===== src/rtl/johnson_ring_counter_if.sv =====
// Control and status bundle for johnson_ring_counter.
// The counter drives the status signals and the controller drives the rest.
interface johnson_ring_counter_if #(
  parameter int unsigned N = 4
) ();
  localparam int unsigned IW = $clog2(2 * N);

  logic          en;
  logic          clr;
  logic          load;
  logic [N-1:0]  load_val;
  logic          mode;
  logic          dir;
  logic [N-1:0]  count;
  logic [IW-1:0] index;
  logic          tc;
  logic          illegal;

  modport master (
    output en, clr, load, load_val, mode, dir,
    input  count, index, tc, illegal
  );

  modport slave (
    input  en, clr, load, load_val, mode, dir,
    output count, index, tc, illegal
  );
endinterface


===== src/rtl/johnson_ring_counter.sv =====
// Johnson/ring shift counter with up/down direction, clear, parallel load and
// one-cycle recovery from illegal states; decodes index, terminal count and legality.
module johnson_ring_counter #(
  parameter int unsigned N = 4
) (
  input logic                  clk,
  input logic                  arst_n,
  johnson_ring_counter_if.slave bus
);
  localparam int unsigned IW = $clog2(2 * N);

  logic [N-1:0]  count_q, count_d;
  logic [N-1:0]  seed, shifted;
  logic [N-2:0]  edges;
  logic          j_legal, r_legal, legal, tc;
  logic [IW-1:0] j_index, r_index, index, last;
  int            ones;

  assign seed = bus.mode ? {{(N - 1){1'b0}}, 1'b1} : '0;

  // Decode: a Johnson state has at most one boundary between adjacent bits.
  always_comb begin
    edges   = count_q[N-2:0] ^ count_q[N-1:1];
    j_legal = ($countones(edges) <= 1);
    ones    = $countones(count_q);
    // Ones packed at the LSB end (or all zero) count up; ones at the MSB end fill the second half.
    if (count_q[0] || (ones == 0)) begin
      j_index = IW'(ones);
    end else begin
      j_index = IW'(2 * N - ones);
    end
    r_legal = $onehot(count_q);
    r_index = '0;
    for (int i = 0; i < N; i++) begin
      if (count_q[i]) begin
        r_index = IW'(i);
      end
    end
    legal = bus.mode ? r_legal : j_legal;
    index = legal ? (bus.mode ? r_index : j_index) : '0;
    last  = bus.mode ? IW'(N - 1) : IW'(2 * N - 1);
    tc    = legal && (bus.dir ? (index == '0) : (index == last));
  end

  always_comb begin
    shifted = count_q;
    unique case ({bus.mode, bus.dir})
      2'b00: shifted = {count_q[N-2:0], ~count_q[N-1]};
      2'b01: shifted = {~count_q[0], count_q[N-1:1]};
      2'b10: shifted = {count_q[N-2:0], count_q[N-1]};
      2'b11: shifted = {count_q[0], count_q[N-1:1]};
    endcase
  end

  always_comb begin
    count_d = count_q;
    if (bus.clr) begin
      count_d = seed;
    end else if (bus.load) begin
      count_d = bus.load_val;
    end else if (bus.en) begin
      count_d = legal ? shifted : seed;
    end
  end

  always_ff @(posedge clk or negedge arst_n) begin
    if (!arst_n) begin
      count_q <= '0;
    end else begin
      count_q <= count_d;
    end
  end

  assign bus.count   = count_q;
  assign bus.index   = index;
  assign bus.tc      = tc;
  assign bus.illegal = ~legal;
endmodule


===== src/flat_wrapper.sv =====
// flat-port wrapper written by rule: the top's interface ports become plain ports
module johnson_ring_counter_flat 
#(
  parameter int unsigned N = 4
)
  (clk, arst_n, bus_en, bus_clr, bus_load, bus_load_val, bus_mode, bus_dir, bus_count, bus_index, bus_tc, bus_illegal);
  johnson_ring_counter_if #(.N(N)) bus_i ();
  input logic clk;
  input logic arst_n;
  input wire logic [$bits(bus_i.en)-1:0] bus_en;
  input wire logic [$bits(bus_i.clr)-1:0] bus_clr;
  input wire logic [$bits(bus_i.load)-1:0] bus_load;
  input wire logic [$bits(bus_i.load_val)-1:0] bus_load_val;
  input wire logic [$bits(bus_i.mode)-1:0] bus_mode;
  input wire logic [$bits(bus_i.dir)-1:0] bus_dir;
  output wire logic [$bits(bus_i.count)-1:0] bus_count;
  output wire logic [$bits(bus_i.index)-1:0] bus_index;
  output wire logic [$bits(bus_i.tc)-1:0] bus_tc;
  output wire logic [$bits(bus_i.illegal)-1:0] bus_illegal;
  assign bus_i.en = bus_en;
  assign bus_i.clr = bus_clr;
  assign bus_i.load = bus_load;
  assign bus_i.load_val = bus_load_val;
  assign bus_i.mode = bus_mode;
  assign bus_i.dir = bus_dir;
  assign bus_count = bus_i.count;
  assign bus_index = bus_i.index;
  assign bus_tc = bus_i.tc;
  assign bus_illegal = bus_i.illegal;
  johnson_ring_counter #(.N(N)) u_core (.clk(clk), .arst_n(arst_n), .bus(bus_i));
endmodule

===== config.mk =====
export PLATFORM = sky130hd
export DESIGN_NAME = johnson_ring_counter_flat
export DESIGN_NICKNAME = d
export VERILOG_FILES = /design/src/rtl/johnson_ring_counter_if.sv /design/src/rtl/johnson_ring_counter.sv /design/src/flat_wrapper.sv
export SDC_FILE = /design/constraint.sdc
export NUM_CORES = 1
export LEC_CHECK = 0
export CAP_MARGIN = 20
export CORE_MARGIN = 10
export CORE_UTILIZATION = 44
export CTS_BUF_LIST = sky130_fd_sc_hd__clkbuf_4
export DETAILED_ROUTE_END_ITERATION = 10
export PLACE_DENSITY = 0.86
export RECOVER_POWER = 50
export SLEW_MARGIN = 20
export SYNTH_ARGS = -nofsm -noshare
export SYNTH_HDL_FRONTEND = slang
export SYNTH_SLANG_ARGS = --single-unit

===== constraint.sdc =====
create_clock -name clk -period 3.7 [get_ports clk]
set_input_delay 0.925 -clock clk [delete_from_list [all_inputs] [get_ports clk]]
set_output_delay 0.925 -clock clk [all_outputs]
set_load 0.01 [all_outputs]

# After elaboration in Yosys (flattened, before gate mapping)
# Cells that the tools add are included.
dict set report word_totals {
  ff_bits 4
  in_bits 11
  out_inout_bits 9
  wordCells 41
}
dict set report classes {
  add_sub_neg 9
  n_lt_le_gt_ge 1
  n_eq_ne 5
  mux 15
  n_bitwise 4
  n_reduce_logical 6
}
# operator count
set ops {}
lappend ops {{32-bit by 1-bit adder with 32-bit output} 1}
lappend ops {{32-bit by 2-bit less-or-equal comparator with 1-bit output, second input constant} 1}
lappend ops {{32-bit logical NOT} 1}
lappend ops {{4-bit 2-to-1 mux} 4}
lappend ops {{4-bit one-hot mux with 4 select lines} 1}
lappend ops {{3-bit 2-to-1 mux} 4}
lappend ops {{1-bit by 1-bit adder with 2-bit output} 5}
lappend ops {{2-bit == test, second input constant} 2}
lappend ops {{1-bit 2-to-1 mux} 4}
lappend ops {{2-bit 2-to-1 mux} 2}
lappend ops {{2-bit by 2-bit adder with 3-bit output} 1}
lappend ops {{3-bit adder} 1}
lappend ops {{3-bit by 1-bit == test with 1-bit output, second input constant} 1}
lappend ops {{3-bit == test} 1}
lappend ops {{3-bit logical NOT} 1}
lappend ops {{1-bit inverter} 3}
lappend ops {{3-bit nonzero test} 1}
lappend ops {{1-bit by 3-bit subtractor with 3-bit output, first input constant} 1}
lappend ops {{3-bit bitwise XOR} 1}
lappend ops {{2-bit by 1-bit == test with 1-bit output, second input constant} 1}
lappend ops {{2-bit logical NOT} 1}
lappend ops {{1-bit logical AND} 1}
lappend ops {{1-bit logical OR} 1}

# Longest topological paths before layout
# Gate-level depths: netlist of run 1.
dict set report depth {
  ltp_word 10
  ltp_mapped 12
  mapped_depth_nobuf 12
}

# Worst setup path before layout of run 1
# OpenSTA, ideal clock, no wires.
dict set report synth_timing {
  path_kind {register -> output}
  from {reg u_core.count_q[0], in the netlist u_core.bus.count[0]}
  to {out bus_tc}
  t_arrival_ps 2928
  slack_ps -153
  stages_incl_launch_ff 13
  path_buffers 0
  cell_sequence {dfrtp_1 -> inv_1 -> fa_1 -> inv_1 -> ha_1 -> ha_1 -> inv_1 -> ha_1 -> ha_1 -> or4b_1 -> o311ai_0 -> nand2_1 -> o32ai_1}
}
dict set report synth_between {
  elab_chain_cells 10
}
# element line_no
set synth_lines {}
lappend synth_lines {{from (decl)} johnson_ring_counter.sv:12} ;# logic [N-1:0] count_q, count_d;
lappend synth_lines {{from (signal assigned)} johnson_ring_counter.sv:70} ;# count_q <= count_d;
lappend synth_lines {{parallel branches: the longest is 9 deep, another holds 32-bit by 1-bit adder with 32-bit output} --}
lappend synth_lines {{1-bit logical AND *} johnson_ring_counter.sv:42} ;# tc = legal && (bus.dir ? (index == '0) : (index == last));
lappend synth_lines {{to (decl)} flat_wrapper.sv:18} ;# output wire logic [$bits(bus_i.tc)-1:0] bus_tc;
# Mark *: on every way between the ends.

# Final worst setup path of run 1
dict set report layout_timing {
  from {reg u_core.count_q[0], in the netlist u_core.bus.count[0]}
  to {out bus_index[1]}
}
dict set report layout_between {
  elab_chain_cells 7
}
# element line_no
set layout_lines {}
lappend layout_lines {{parallel branches: the longest is 6 deep, another holds 32-bit by 1-bit adder with 32-bit output} --}
lappend layout_lines {{3-bit 2-to-1 mux *} johnson_ring_counter.sv:40} ;# index = legal ? (bus.mode ? r_index : j_index) : '0;
lappend layout_lines {{to (decl)} flat_wrapper.sv:17} ;# output wire logic [$bits(bus_i.index)-1:0] bus_index;
# Marks and branches as above.

==> flow_metrics.tcl, run 1 <==
set metrics [dict create \
    status "finished with violations" \
    violations "setup timing" \
    cap_violations 0 \
    rsz0062_at_grt "true" \
    period_minus_slack_ps 3970 \
    clk_pin_slew_ps 40 \
    hp-start "u_core.bus.count[3]$_DFFE_PN0P_" \
    worstSetupStartpointType "flop" \
    ys_top_cells_by_area "ha_1, dfrtp_1, inv_1" \
    vias_per_cell 5.33 \
    nets 163 \
    fin_setup_tns_ps -586 \
    die_area_sq_um 3620 \
    timing.rr.start "u_core.bus.count[3]$_DFFE_PN0P_" \
    path_max_fanout 2 \
    netlist_top_cells_count "inv_1, ha_1, nor2_1" \
    p_switching_w 0.000162 \
    ys_seq_area_share_pct 14.1 \
    power_leakage_nw 0.581 \
    overflow 0 \
    synth_area_sq_um 711 \
    drive_above_1_share_pct 40.9 \
    core_sq_um 1520 \
    reg2reg_slack_ps 1060 \
    netSwitchingFraction_pct 39.3 \
    power_frac_comb_pct 75.0 \
    io_buffer_count 19 \
    die_h_um 60.2 \
    finClkSkew_ps 0.860 \
    grt_pass1_wl_mm 3.90 \
    ir_worst_vdd_mv 0.237 \
    finish.utilization_pct 80.8 \
    slowest_delay_ps 540 \
    die_w_um 60.2 \
    seqPwrFrac_pct 12.2 \
    drv_slew 0 \
    track_usage_pct 13.5 \
    setup-violations-final 3 \
    clockRootBuffer "clkbuf_4" \
    yosys.area.top_type_share_pct 19.4 \
    grt_max_degree 10 \
    post_synth_num_cell_types 36 \
    yosys.cell_count.top_type "inv_1" \
    wl_mm 2.41 \
    area_growth_pct 73.2 \
    initialDrtViolationCount 13 \
    hold_viol 0 \
    ys_warn_count 0 \
    worstPathArrival_ps 3040 \
    initial_core_util_pct 46.6 \
    async_reset_ff_share_pct 100 \
    fin_crit_sh_pct 107 \
    wl_per_cell_um 15.8 \
    total_power_w 0.000412 \
    postSynthNetCount 115 \
    dr_total_vias 816 \
    first_global_vias 889 \
    drc 0 \
    worst_path_max_delay_cell "fa_1" \
    antenna_found_initial 0 \
    end_kind "output pin" \
    fmax_mhz 252 \
    num_rows 14 \
    largest_reg_flops 4 \
    worst_slew_pin_slew_ps 413 \
    place_congestion 0.889 \
    critPathKind "flop to output pin" \
    place_ws_ps -550 \
    io_pins 20 \
    pwr-share-clk_pct 12.8 \
    hold_class "flop to flop" \
    worst_slack_ps -266 \
    synth_flop_cell "dfrtp_1" \
    place_hpwl_mm 1.80 \
    startpoint "u_core.bus.count[0]$_DFFE_PN0P_" \
    cp_common_cell "ha_4" \
    required_ps 2770 \
    cts.sinks 4 \
    synth-edff-count 0 \
    slew_headroom_pct 72.3 \
    syn_area_per_cell_sq_um 7.81 \
    ant_nets 0 \
    intPower_w 0.000250 \
    firstDrtPassIters 4 \
    path_cells "inv_2 -> fa_1 -> inv_2 -> ha_4 -> ha_4 -> inv_4 -> ha_4 -> ha_4 -> or4b_4 -> o311ai_4 -> nand2_2 -> buf_4 -> buf_6 -> inv_2 -> buf_6" \
    insertion_delay_ps 230 \
    tritoncts "built" \
    fill_cells 96 \
    yosys.area.top_type "ha_1" \
    postSynthCellCount 91 \
    antenna_cells 0 \
    hold_buffers 0 \
    ys_ff_latch 4 \
    cts_max_level 1 \
    power_density_nw_per_um2 334 \
    cts_buffers 3 \
    cts_buffer_depth 2 \
]
[power by group through the flow]
stage                     sequential [W]   clock, W  combinational (W)
after global routing           0.0000507  0.0000586           0.000336
after detailed placement       0.0000508          0           0.000238
after global placement         0.0000504          0           0.000226
after CTS                      0.0000503  0.0000559           0.000289
final                          0.0000504  0.0000527           0.000309
after floorplan                0.0000567          0           0.000118
[worst max-delay path, delay by kind of cell, from the launching register on]
kind | cells | cell delay, ps
adder cells (fa/ha/maj) | 5 | 1260
AND/OR/NAND/NOR | 2 | 600
buffers and inverters | 7 | 500
flip-flops | 1 | 350
AO/OA/AOI/OAI | 1 | 90
[repair_timing]
action | in CTS | in global routing
pin swaps | 7 | 5
resized for setup | 30 | 8
setup endpoints to repair | 5 | 4
setup buffers | 5 | 2
[worst paths after layout]
kind	end	depth (start not counted)
setup / recovery	bus_index[1]	15
hold / removal	u_core.bus.count[3]$_DFFE_PN0P_	3
setup reg to reg	u_core.bus.count[2]$_DFFE_PN0P_	13
hold reg to reg	u_core.bus.count[3]$_DFFE_PN0P_	3
max in group asynchronous	u_core.bus.count[3]$_DFFE_PN0P_	1
min in group asynchronous	u_core.bus.count[1]$_DFFE_PN0P_	1
[kinds of logic (layout without fill, tap and decap cells)]
family                     count (synthesis)  count (layout)  share of synthesized area (%)
AOI/OAI and AO/OA                         19              19                           18.8
xor gates and xnor gates                   3               3                           3.70
adders and majority gates                 13              13                           25.0
buffers and inverters                     17              63                           10.0
DFF                                        4               4                           14.1
muxes                                      3               3                           4.40
and+or+nand+nor                           32              32                           23.9
[layout by cell type, fill, tap and decap left out, drive strengths merged, types with 7 or more instances in the layout]
cell type	count
nor2	11
buf	30
ha	11
a21oi	7
clkdlybuf4s50	10
inv	14
[routing by layer]
| layer | track usage, % | vias up | share of wire [%] |
|---|---|---|---|
| li1 | - | 406 | - |
| met1 | 15.1 | 382 | 39 |
| met2 | 23.5 | 26 | 53 |
| met3 | 3.39 | 2 | 7.6 |
| met4 | 5.45 | 0 | 0.33 |
| met5 | 0 | - | 0 |
[metrics by stage]
stage,cell area [sq um],hold slack (ps),instances
detailed placement,1070,702,143
finish,1230,727,153
global placement,1070,685,143
CTS,1200,714,151
global route,1230,760,153
floorplan,728,625,91
[final cells by class]
type	count	area [sq um]	share of cell area [%]
Sequential cell	4	103	8.33
Clock buffer	3	22.5	1.83
Timing Repair Buffer	46	385	31.3
Inverter	14	55.1	4.47
Multi-Input combinational cell	70	646	52.4
Tap cell	16	20.0	1.63
No activity file was read; power rests on OpenSTA's default activity.
==> run 2, diff against run 1 <==
ABC_AREA = 1   (was unset)
PLACE_DENSITY = 0.87   (was 0.86)
==> run 2 against run 1 <==
  * The flow still finishes with violations (setup timing)
  * Hold slack better by 5.0 ps
  * Sequential share of layout area is 0.50 points higher
  * Critical endpoint is now bus_index[2]
  * Critical path depth is 3 higher
  * Largest cell class unchanged
  * Global-route usage is 0.79 points lower
  * Via count is 5.0% higher
  * Clock skew is 6.0 ps higher
  * Register-to-register slack better by 150 ps
==> flow_metrics.tcl, run 2 <==
set metrics [dict create \
    status "finished with violations" \
    violations "setup timing" \
    die_w_um 60.0 \
    end_kind "output pin" \
    cap_violations 0 \
    worst_slack_ps -57.7 \
    insertion_delay_ps 240 \
    power_density_nw_per_um2 379 \
    setup-violations-final 2 \
    period_minus_slack_ps 3760 \
    ys_seq_area_share_pct 14.2 \
    netlist_top_cells_count "nand2_1, inv_1, nor2_1" \
    drive_above_1_share_pct 31.3 \
    synth_flop_cell "dfrtp_1" \
    drv_slew 0 \
    dr_total_vias 857 \
    cts_buffer_depth 2 \
    finalNonFillerCells 163 \
    slew_headroom_pct 79.0 \
    required_ps 2770 \
    num_rows 14 \
    fin_crit_sh_pct 102 \
    tritoncts "built" \
    synth_area_sq_um 706 \
    place_hpwl_mm 1.81 \
    postSynthCellCount 111 \
    io_buffer_count 19 \
    ir_worst_vdd_mv 0.240 \
    track_usage_pct 12.7 \
    seqCellArea_sq_um 100 \
    ys_top_cells_by_area "ha_1, dfrtp_1, nand2_1" \
    power_leakage_nw 0.612 \
    die_h_um 60.0 \
    fill_cells 117 \
    wl_per_cell_um 14.2 \
    die_area_sq_um 3610 \
    firstDrtPassIters 4 \
    dpl.cell_count 157 \
    place_congestion 0.820 \
    antenna_found_initial 0 \
    yosys.area.top_type_share_pct 19.5 \
    first_global_vias 871 \
    ant_nets 0 \
    place_ws_ps -414 \
    multiInputGateArea_sq_um 589 \
    syn_area_per_cell_sq_um 6.36 \
    layout_commonest_cell "nand2_1" \
    hold_viol 0 \
    clk_pin_slew_ps 30 \
    ys_ff_latch 4 \
    worst_slew_pin_slew_ps 314 \
    area_growth_pct 60.6 \
    initialDrtViolationCount 36 \
    worstPathArrival_ps 2830 \
    async_reset_ff_share_pct 100 \
    yosys.cell_count.top_type "nand2_1" \
    cts_max_level 1 \
    cts_buffers 3 \
    antenna_cells 0 \
    initial_core_util_pct 46.8 \
    io_pins 20 \
    largest_reg_flops 4 \
    vias_per_cell 5.26 \
    wl_mm 2.32 \
    cts.sinks 4 \
    fin_setup_tns_ps -108 \
    hold_ws_ps 732 \
    grt_max_degree 11 \
    rsz0062_at_grt "true" \
    yosys.area.top_type "ha_1" \
    ys_warn_count 0 \
    final_cell_mix "nand2_1, inv_1, buf_4, clkdlybuf4s50_1" \
    finClkSkew_ps 6.82 \
    worstSetupStartpointType "flop" \
    hold_class "flop to flop" \
    drc 0 \
    grt_pass1_wl_mm 3.70 \
    post_synth_num_cell_types 22 \
    nets 173 \
    fmax_mhz 266 \
    critPathKind "flop to output pin" \
    postSynthNetCount 135 \
    overflow 0 \
    path_max_fanout 3 \
    core_sq_um 1510 \
    synth-edff-count 0 \
    clockRootBuffer "clkbuf_4" \
]
-- run 2: metal layers --
metal / share of wire, % / wire [um] / GRT usage (%)
met1: 37 / 862 / 12.2
met2: 55 / 1270 / 25.6
met3: 7.4 / 171 / 3.39
met4: 0.52 / 12 / 2.88
met5: 0 / 0 / 0
-- run 2: kinds of logic (layout without fill, tap and decap cells) --
family	count (synthesis)	count (layout)	synth area share (%)
AO/OA/AOI/OAI	19	19	16.8
XOR/XNOR	1	1	1.24
adder cells (fa/ha/maj)	13	13	25.2
buffers and inverters	28	64	16.3
flip-flops	4	4	14.2
AND/OR/NAND/NOR	46	46	26.2
-- run 2: critical path, stage by stage, from the launching register on --
cell	delay, ps
dfrtp_1	350
inv_2	50
fa_1	550
inv_2	50
ha_4	160
ha_4	270
inv_2	40
ha_4	150
ha_4	160
inv_4	50
nand2_4	50
nand2_2	60
nand2_2	60
nor2_4	100
nand3_2	100
buf_4	150
buf_6	100
inv_1	50
buf_6	90
-- run 2: final timing paths --
kind | from | cells after the start | endpoint | slack, ps
min | u_core.bus.count[1]$_DFFE_PN0P_ | 3 | u_core.bus.count[1]$_DFFE_PN0P_ | 730
max in group asynchronous | arst_n | 1 | u_core.bus.count[1]$_DFFE_PN0P_ | 2550
min in group asynchronous | arst_n | 1 | u_core.bus.count[2]$_DFFE_PN0P_ | 960
max reg2reg | u_core.bus.count[3]$_DFFE_PN0P_ | 14 | u_core.bus.count[1]$_DFFE_PN0P_ | 1210
max | u_core.bus.count[0]$_DFFE_PN0P_ | 18 | bus_index[2] | -60
min reg2reg | u_core.bus.count[1]$_DFFE_PN0P_ | 3 | u_core.bus.count[1]$_DFFE_PN0P_ | 730
-- run 2: layout make-up --
| cell class | instances | area share (%) |
|---|---|---|
| repair buffers | 34 | 26.0 |
| multi-input cells | 79 | 52.0 |
| flip-flops and latches | 4 | 8.83 |
| clock buffers | 3 | 1.99 |
| inverters | 27 | 9.38 |
| well taps | 16 | 1.77 |
-- run 2: timing repair --
item,CTS,global route
endpoints found under the setup margin,5,3
pin swaps,8,9
gates resized for setup,31,12
hold buffers,0,0
buffers inserted,2,1
-- run 2: metrics by stage --
| step | area (sq um) | power, W | util (%) |
|---|---|---|---|
| final | 1130 | 0.000430 | 75.2 |
| after global routing | 1130 | 0.000466 | 75.2 |
| after CTS | 1080 | 0.000397 | 71.6 |
| after detailed placement | 995 | 0.000310 | 66.0 |
| after global placement | 995 | 0.000297 | 66.0 |
| after floorplan | 706 | 0.000197 | - |
-- run 2: report_power, final --
group | total [W] | switching, W | internal, W
registers | 0.0000522 | 0.00000376 | 0.0000484
clock network | 0.0000554 | 0.0000190 | 0.0000363
logic | 0.000322 | 0.000172 | 0.000150
total | 0.000430 | 0.000195 | 0.000235
